### config.mk
export PLATFORM = sky130hd
export DESIGN_NAME = dac_spi_driver
export DESIGN_NICKNAME = d
export VERILOG_FILES = /design/src/rtl/dac_pkg.sv /design/src/rtl/dac_sclk_tick.sv /design/src/rtl/dac_spi_driver.sv
export SDC_FILE = /design/constraint.sdc
export NUM_CORES = 1
export LEC_CHECK = 0
export ABC_CLOCK_PERIOD_IN_PS = 3000
export BUFFER_PORTS_ARGS = -buffer_cell sky130_fd_sc_hd__buf_2
export CORE_MARGIN = 3
export CORE_UTILIZATION = 45
export DETAILED_ROUTE_END_ITERATION = 8
export PLACE_DENSITY = 0.75
export SETUP_SLACK_MARGIN = 0.1
export SYNTH_ARGS = -nofsm -noshare
export SYNTH_HDL_FRONTEND = slang
export SYNTH_SLANG_ARGS = --single-unit
### constraint.sdc
create_clock -name CLK -period 3 [get_ports CLK]
set_clock_uncertainty 0.15 [all_clocks]
set_input_delay 0.45 -clock CLK [delete_from_list [all_inputs] [get_ports CLK]]
set_output_delay 0.45 -clock CLK [all_outputs]
set_load 0.05 [all_outputs]
### src/rtl/dac_pkg.sv
// -----------------------------------------------------------------------------
// dac_pkg
// Shared constants and types for the Pmod DA2 (DAC121S101) SPI driver.
//   FRAME_BITS : bits per SPI frame sent to the DAC
//   DATA_BITS  : width of one DAC sample
//   state_t    : driver FSM states
//   PD_*       : DAC power-down codes placed in frame bits [13:12]
// -----------------------------------------------------------------------------
package dac_pkg;

    localparam int unsigned FRAME_BITS = 16;
    localparam int unsigned DATA_BITS  = 12;

    typedef enum logic [1:0] {
        IDLE  = 2'd0,
        SHIFT = 2'd1,
        GAP   = 2'd2
    } state_t;

    localparam logic [1:0] PD_NORMAL = 2'b00;
    localparam logic [1:0] PD_1K     = 2'b01;
    localparam logic [1:0] PD_100K   = 2'b10;
    localparam logic [1:0] PD_HIZ    = 2'b11;

endpackage

### src/rtl/dac_sclk_tick.sv
// -----------------------------------------------------------------------------
// dac_sclk_tick
// SCLK phase timer. Splits each serial bit into a high half and a low half of
// CLK_DIV clock cycles each and flags the last cycle of each half.
//   i_clk       : system clock
//   i_rst       : asynchronous active-high reset
//   i_en        : run enable; while low the timer is held at the start of a bit
//   o_fall_tick : last cycle of the high half (SCLK falls on the next edge)
//   o_rise_tick : last cycle of the low half, i.e. the bit boundary
// -----------------------------------------------------------------------------
module dac_sclk_tick #(
    parameter int unsigned CLK_DIV = 2
) (
    input  logic i_clk,
    input  logic i_rst,
    input  logic i_en,
    output logic o_fall_tick,
    output logic o_rise_tick
);

    localparam int unsigned     CW   = $clog2(CLK_DIV + 1);
    localparam logic [CW-1:0]   LAST = CW'(CLK_DIV - 1);

    logic [CW-1:0] r_cnt;
    logic          r_low;     // 0 = high half of the bit, 1 = low half
    logic          w_half_end;

    assign w_half_end  = i_en && (r_cnt == LAST);
    assign o_fall_tick = w_half_end && !r_low;
    assign o_rise_tick = w_half_end &&  r_low;

    always_ff @(posedge i_clk or posedge i_rst) begin
        if (i_rst) begin
            r_cnt <= '0;
            r_low <= 1'b0;
        end else if (!i_en) begin
            r_cnt <= '0;
            r_low <= 1'b0;
        end else if (r_cnt == LAST) begin
            r_cnt <= '0;
            r_low <= ~r_low;
        end else begin
            r_cnt <= r_cnt + 1'b1;
        end
    end

endmodule

### src/rtl/dac_spi_driver.sv
// -----------------------------------------------------------------------------
// dac_spi_driver
// Serialises 12-bit samples into 16-bit SPI frames {2'b00, PD_MODE, SAMPLE}
// for the Pmod DA2, MSB first, with a one-deep pending buffer.
//   CLK, RESET   : system clock, asynchronous active-high reset
//   SAMPLE       : unsigned sample, SAMPLE_VALID one-cycle strobe
//   SAMPLE_READY : pending buffer empty (accept on VALID && READY)
//   SYNC_N, SCLK, DINA : DAC serial interface (SCLK idles high)
//   BUSY         : frame or inter-frame gap in progress
//   FRAME_DONE   : one-cycle pulse when the gap ends
//   DROP         : one-cycle pulse after a VALID that arrived while not ready
// Build option: define DAC_DUAL_CHANNEL_EN to add SAMPLE_B / DINB, a second
// data lane shifted in lockstep with DINA on the shared SYNC_N / SCLK.
// -----------------------------------------------------------------------------
module dac_spi_driver
    import dac_pkg::*;
#(
    parameter int unsigned CLK_DIV  = 2,
    parameter int unsigned GAP_BITS = 1,
    parameter logic [1:0]  PD_MODE  = PD_NORMAL
) (
    input  logic                 CLK,
    input  logic                 RESET,
    input  logic [DATA_BITS-1:0] SAMPLE,
`ifdef DAC_DUAL_CHANNEL_EN
    input  logic [DATA_BITS-1:0] SAMPLE_B,
    output logic                 DINB,
`endif
    input  logic                 SAMPLE_VALID,
    output logic                 SAMPLE_READY,
    output logic                 SYNC_N,
    output logic                 SCLK,
    output logic                 DINA,
    output logic                 BUSY,
    output logic                 FRAME_DONE,
    output logic                 DROP
);

    localparam int unsigned     GW       = $clog2(GAP_BITS + 1);
    localparam logic [GW-1:0]   GAP_LAST = GW'(GAP_BITS - 1);
    localparam logic [3:0]      BIT_LAST = 4'(FRAME_BITS - 1);

    state_t                  r_state, w_state_next;
    logic [DATA_BITS-1:0]    r_sample;
    logic                    r_full;
    logic                    r_drop;
    logic                    r_sync_n, w_sync_n_next;
    logic                    r_sclk, w_sclk_next;
    logic                    r_dina, w_dina_next;
    logic                    r_done, w_done_next;
    logic [FRAME_BITS-1:0]   r_shift, w_shift_next;
    logic [3:0]              r_bit, w_bit_next;
    logic [GW-1:0]           r_gap, w_gap_next;
    logic                    w_drain;
    logic                    w_accept;
    logic                    w_fall_tick, w_rise_tick;
    logic [FRAME_BITS-1:0]   w_frame_a;

`ifdef DAC_DUAL_CHANNEL_EN
    logic [DATA_BITS-1:0]    r_sample_b;
    logic [FRAME_BITS-1:0]   r_shift_b, w_shift_b_next;
    logic                    r_dinb, w_dinb_next;
    logic [FRAME_BITS-1:0]   w_frame_b;

    assign w_frame_b = {2'b00, PD_MODE, r_sample_b};
    assign DINB      = r_dinb;
`endif

    assign w_frame_a    = {2'b00, PD_MODE, r_sample};
    // READY reflects the registered full flag, so a drain and an accept can
    // never collide on a stale buffer.
    assign w_accept     = SAMPLE_VALID && !r_full;

    assign SAMPLE_READY = !r_full;
    assign SYNC_N       = r_sync_n;
    assign SCLK         = r_sclk;
    assign DINA         = r_dina;
    assign BUSY         = (r_state != IDLE);
    assign FRAME_DONE   = r_done;
    assign DROP         = r_drop;

    // The timer also paces the gap, which is measured in whole SCLK periods.
    dac_sclk_tick #(
        .CLK_DIV (CLK_DIV)
    ) u_tick (
        .i_clk       (CLK),
        .i_rst       (RESET),
        .i_en        (r_state != IDLE),
        .o_fall_tick (w_fall_tick),
        .o_rise_tick (w_rise_tick)
    );

    // Pending buffer and drop reporting.
    always_ff @(posedge CLK or posedge RESET) begin
        if (RESET) begin
            r_sample <= '0;
            r_full   <= 1'b0;
            r_drop   <= 1'b0;
        end else begin
            r_drop <= SAMPLE_VALID && r_full;
            if (w_accept) begin
                r_sample <= SAMPLE;
                r_full   <= 1'b1;
            end else if (w_drain) begin
                r_full   <= 1'b0;
            end
        end
    end

`ifdef DAC_DUAL_CHANNEL_EN
    always_ff @(posedge CLK or posedge RESET) begin
        if (RESET) begin
            r_sample_b <= '0;
        end else if (w_accept) begin
            r_sample_b <= SAMPLE_B;
        end
    end
`endif

    // FSM state and serial output registers.
    always_ff @(posedge CLK or posedge RESET) begin
        if (RESET) begin
            r_state  <= IDLE;
            r_sync_n <= 1'b1;
            r_sclk   <= 1'b1;
            r_dina   <= 1'b0;
            r_done   <= 1'b0;
            r_shift  <= '0;
            r_bit    <= '0;
            r_gap    <= '0;
        end else begin
            r_state  <= w_state_next;
            r_sync_n <= w_sync_n_next;
            r_sclk   <= w_sclk_next;
            r_dina   <= w_dina_next;
            r_done   <= w_done_next;
            r_shift  <= w_shift_next;
            r_bit    <= w_bit_next;
            r_gap    <= w_gap_next;
        end
    end

`ifdef DAC_DUAL_CHANNEL_EN
    always_ff @(posedge CLK or posedge RESET) begin
        if (RESET) begin
            r_shift_b <= '0;
            r_dinb    <= 1'b0;
        end else begin
            r_shift_b <= w_shift_b_next;
            r_dinb    <= w_dinb_next;
        end
    end
`endif

    always_comb begin
        w_state_next  = r_state;
        w_sync_n_next = r_sync_n;
        w_sclk_next   = r_sclk;
        w_dina_next   = r_dina;
        w_done_next   = 1'b0;
        w_shift_next  = r_shift;
        w_bit_next    = r_bit;
        w_gap_next    = r_gap;
        w_drain       = 1'b0;
`ifdef DAC_DUAL_CHANNEL_EN
        w_shift_b_next = r_shift_b;
        w_dinb_next    = r_dinb;
`endif
        case (r_state)
            IDLE: begin
                if (r_full) begin
                    // Bit 15 is presented together with the SYNC_N fall; SCLK
                    // is already high, so the first DAC sample is the coming fall.
                    w_drain       = 1'b1;
                    w_shift_next  = w_frame_a;
                    w_dina_next   = w_frame_a[FRAME_BITS-1];
                    w_sync_n_next = 1'b0;
                    w_sclk_next   = 1'b1;
                    w_bit_next    = '0;
                    w_state_next  = SHIFT;
`ifdef DAC_DUAL_CHANNEL_EN
                    w_shift_b_next = w_frame_b;
                    w_dinb_next    = w_frame_b[FRAME_BITS-1];
`endif
                end
            end
            SHIFT: begin
                if (w_fall_tick) begin
                    w_sclk_next = 1'b0;
                end else if (w_rise_tick) begin
                    w_sclk_next = 1'b1;
                    if (r_bit == BIT_LAST) begin
                        w_sync_n_next = 1'b1;
                        w_dina_next   = 1'b0;
                        w_gap_next    = '0;
                        w_state_next  = GAP;
`ifdef DAC_DUAL_CHANNEL_EN
                        w_dinb_next   = 1'b0;
`endif
                    end else begin
                        // DINA only moves on SCLK rising edges.
                        w_shift_next = r_shift << 1;
                        w_dina_next  = r_shift[FRAME_BITS-2];
                        w_bit_next   = r_bit + 4'd1;
`ifdef DAC_DUAL_CHANNEL_EN
                        w_shift_b_next = r_shift_b << 1;
                        w_dinb_next    = r_shift_b[FRAME_BITS-2];
`endif
                    end
                end
            end
            GAP: begin
                if (w_rise_tick) begin
                    if (r_gap == GAP_LAST) begin
                        w_done_next  = 1'b1;
                        w_state_next = IDLE;
                    end else begin
                        w_gap_next = r_gap + 1'b1;
                    end
                end
            end
            default: begin
                w_state_next = IDLE;
            end
        endcase
    end

endmodule

==> run_results.csv <==
group,metric,value,unit
outcome,status,"finished clean",
grt,antenna_found_initial,0,
power,clkPwrFrac,17.9,%
timing,worstMarginPinSlew,754,ps
power,sw_frac_of_total,34.0,%
logic_synthesis,ys_seq_area_share,55.1,%
cells_and_area,multi_input_area,776,um2
drt,drtIter0Drc,83,
clocking,htreeDepth,2,
grt,grt_max_degree,43,
logic_synthesis,synthDistinctLibCells,34,
die,core,4060,um2
setup_path,end_kind,"flop",
clocking,cts_hold_buf,0,
setup_path,path_max_fanout,13,
power,p_sw,0.000714,W
logic_synthesis,syn_nets,160,
power,combPwrFrac,36.8,%
cells_and_area,drive_gt1_share,43.3,%
grt,grt-ovfl-total,0,
setup_path,r2r-start,"r_bit[0]$_DFFE_PP0P_",
logic_synthesis,synth_area_per_cell,13.3,um2
logic_synthesis,synthesis.area,1910,um2
clocking,cts_resized,0,
timing,maxSlewHeadroom,49.7,%
grt,grtUsageTotal,14.4,%
grt,grt_pass1_wl,5760,um
grt,grt_pass1_vias,1271,
logic_synthesis,synth-edff-count,0,
drt,dr_total_vias,1151,
timing,max_freq,440,MHz
run,maxCapViolations,0,
cells_and_area,final_cells,221,
die,dieArea,5070,um2
clocking,clkTransAtPathRegs,80,ps
hold_path,hold_class,"primary input to async pin",
setup_path,critPathLaunchType,"flop",
logic_synthesis,ys_warn_count,0,
setup_path,path_class,"flop to flop",
placed_design,dp.cells,213,
drt,routed_wl,3140,um
logic_synthesis,ys_ff_latch,42,
cells_and_area,fillers,345,
logic_synthesis,synth_area_leaders,"dfrtp_1, mux2_2, dfstp_2",
clocking,postCtsSetupBuffers,0,
logic_synthesis,synth_top_cell_by_area,"dfrtp_1",
setup_path,worstSetupStartpoint,"r_bit[0]$_DFFE_PP0P_",
timing,final_max_slew_viol_count,0,
drt,ant_nets,0,
drt,post-route-drc-count,0,
placed_design,dp_hpwl,2270,um
drt,vias_per_cell,5.21,
power,leakage,1.01,nW
logic_synthesis,ys.flop_type,"dfrtp_1",
logic_synthesis,synth_top_area_share,52.4,%
timing,fin_crit,2270,ps
timing,rsz0062_at_grt,"no",
clocking,clock_sinks,42,
timing,tns,0,ps
clocking,tritoncts,"built",
placed_design,portBuffers,21,
timing,hold_viol,0,
power,power_density,975,nW/um2
timing,period_share,75.7,%
timing,setup_ws,730,ps
drt,drtPass1Iterations,4,
cells_and_area,nets,186,
timing,setup_violations,0,
power,ir_worst_vdd,462,uV
cells_and_area,regArea,1050,um2
die,die_h,71.2,um
logic_synthesis,synthCells,144,
cells_and_area,diodes,0,
power,sequentialPowerShare,45.3,%
clocking,worstSkewPairLatency,290,ps
clocking,ctsRootBufferMaster,"clkbuf_8",
drt,wl_per_cell,14.2,um
clocking,clockBufferDepth,2,
placed_design,place_ws,682,ps
cells_and_area,area_delta_synth_final,12.8,%
power,p_int,0.00139,W
setup_path,required,3060,ps
placed_design,gp_congestion,0.814,
logic_synthesis,synthArstFlopShare,100,%
setup_path,cp.arrival,2330,ps
clocking,numCtsBuffers,5,
die,rows,23,
die,die_w,71.2,um
die,start_util,47.1,%
die,ios,22,
## worst max-delay path, stage by stage, from the launching register on
cell and delay [ps]:
dfrtp_1 420, ha_1 250, and3_1 220, a221oi_4 690, buf_4 280, mux2i_1 200
## power groups by stage
stage	Sequential, W	Combinational [W]	Clock, W
final	0.000951	0.000773	0.000376
after global routing	0.000980	0.000854	0.000416
after global placement	0.000948	0.000751	0
after CTS	0.000955	0.000784	0.000388
after floorplan	0.000979	0.000608	0
after detailed placement	0.000967	0.000781	0
## registers in the layout, indices dropped and copies added, names as in the netlist, 2 cells and up
signal / cells
r_bit: 4
r_sample: 12
r_shift: 15
r_state: 2
u_tick.r_cnt: 2
## placed cells by master, fill, tap and decap left out, types with 2 or more instances in the layout
cell,n
and2_1,2
buf_4,4
inv_1,9
a21oi_1,3
mux2i_1,4
clkbuf_8,6
o21ai_0,2
dfstp_2,2
dfrtp_1,40
mux2_4,3
nand2b_1,4
nand3_1,3
nor2_1,6
o22ai_1,2
nor2b_1,3
buf_2,21
mux2_2,32
nand2_1,6
## cells by family after synthesis
family / after synthesis / synth area share (%)
compound gates: 15 / 6.48
xor+xnor: 1 / 0.458
fa+ha+maj: 1 / 0.654
buf+inv: 15 / 4.32
flops: 42 / 55.1
mux: 39 / 23.3
simple gates: 31 / 9.69
## layout make-up
type | count | area share, %
flip-flops and latches | 42 | 48.9
multi-input cells | 87 | 36.0
repair buffers | 25 | 6.27
clock buffers | 6 | 3.83
well taps | 50 | 2.90
inverters | 9 | 1.57
clock inverters | 2 | 0.580
## path summary, 6_finish.rpt
kind	end	slack, ps	cells after the start
hold / removal	FRAME_DONE$_DFF_PP0_	130	3
setup / recovery	r_shift[0]$_DFFE_PP0P_	730	5
min in group CLK	r_full$_DFFE_PP0P_	240	2
setup reg to reg	r_shift[0]$_DFFE_PP0P_	730	5
hold reg to reg	DINA$_DFFE_PP0P_	360	1
max in group asynchronous	SCLK$_DFFE_PP1P_	2210	3
## per-layer routing
metal	share of wire [%]	routed length, um	GRT usage, %	up-vias
met2	51	1610	23.8	21
met3	3.3	105	4.26	4
met1	44	1370	17.6	575
li1	-	-	-	551
met4	1.5	46	5.64	0
met5	0	0	0	-
## Yosys cell counts, types with 2 or more instances
master / n
and2_1: 2
inv_1: 9
buf_6: 3
nor2_1: 6
a21oi_1: 3
o22ai_1: 2
o21ai_0: 2
nand2_1: 6
nor2b_1: 3
mux2_4: 3
dfstp_2: 2
nand2b_1: 4
buf_2: 3
mux2_2: 32
mux2i_1: 4
dfrtp_1: 40
nand3_1: 3
## metrics by stage
stage	util, %	hold WS [ps]	cell area, um2	total power (W)
after floorplan	-	323	1910	0.00159
after global placement	50.8	335	2060	0.00170
after detailed placement	50.8	343	2060	0.00175
after CTS	53.1	138	2160	0.00213
after global routing	53.1	174	2160	0.00225
final	53.1	130	2160	0.00210
No activity file was read; power rests on OpenSTA's default activity.
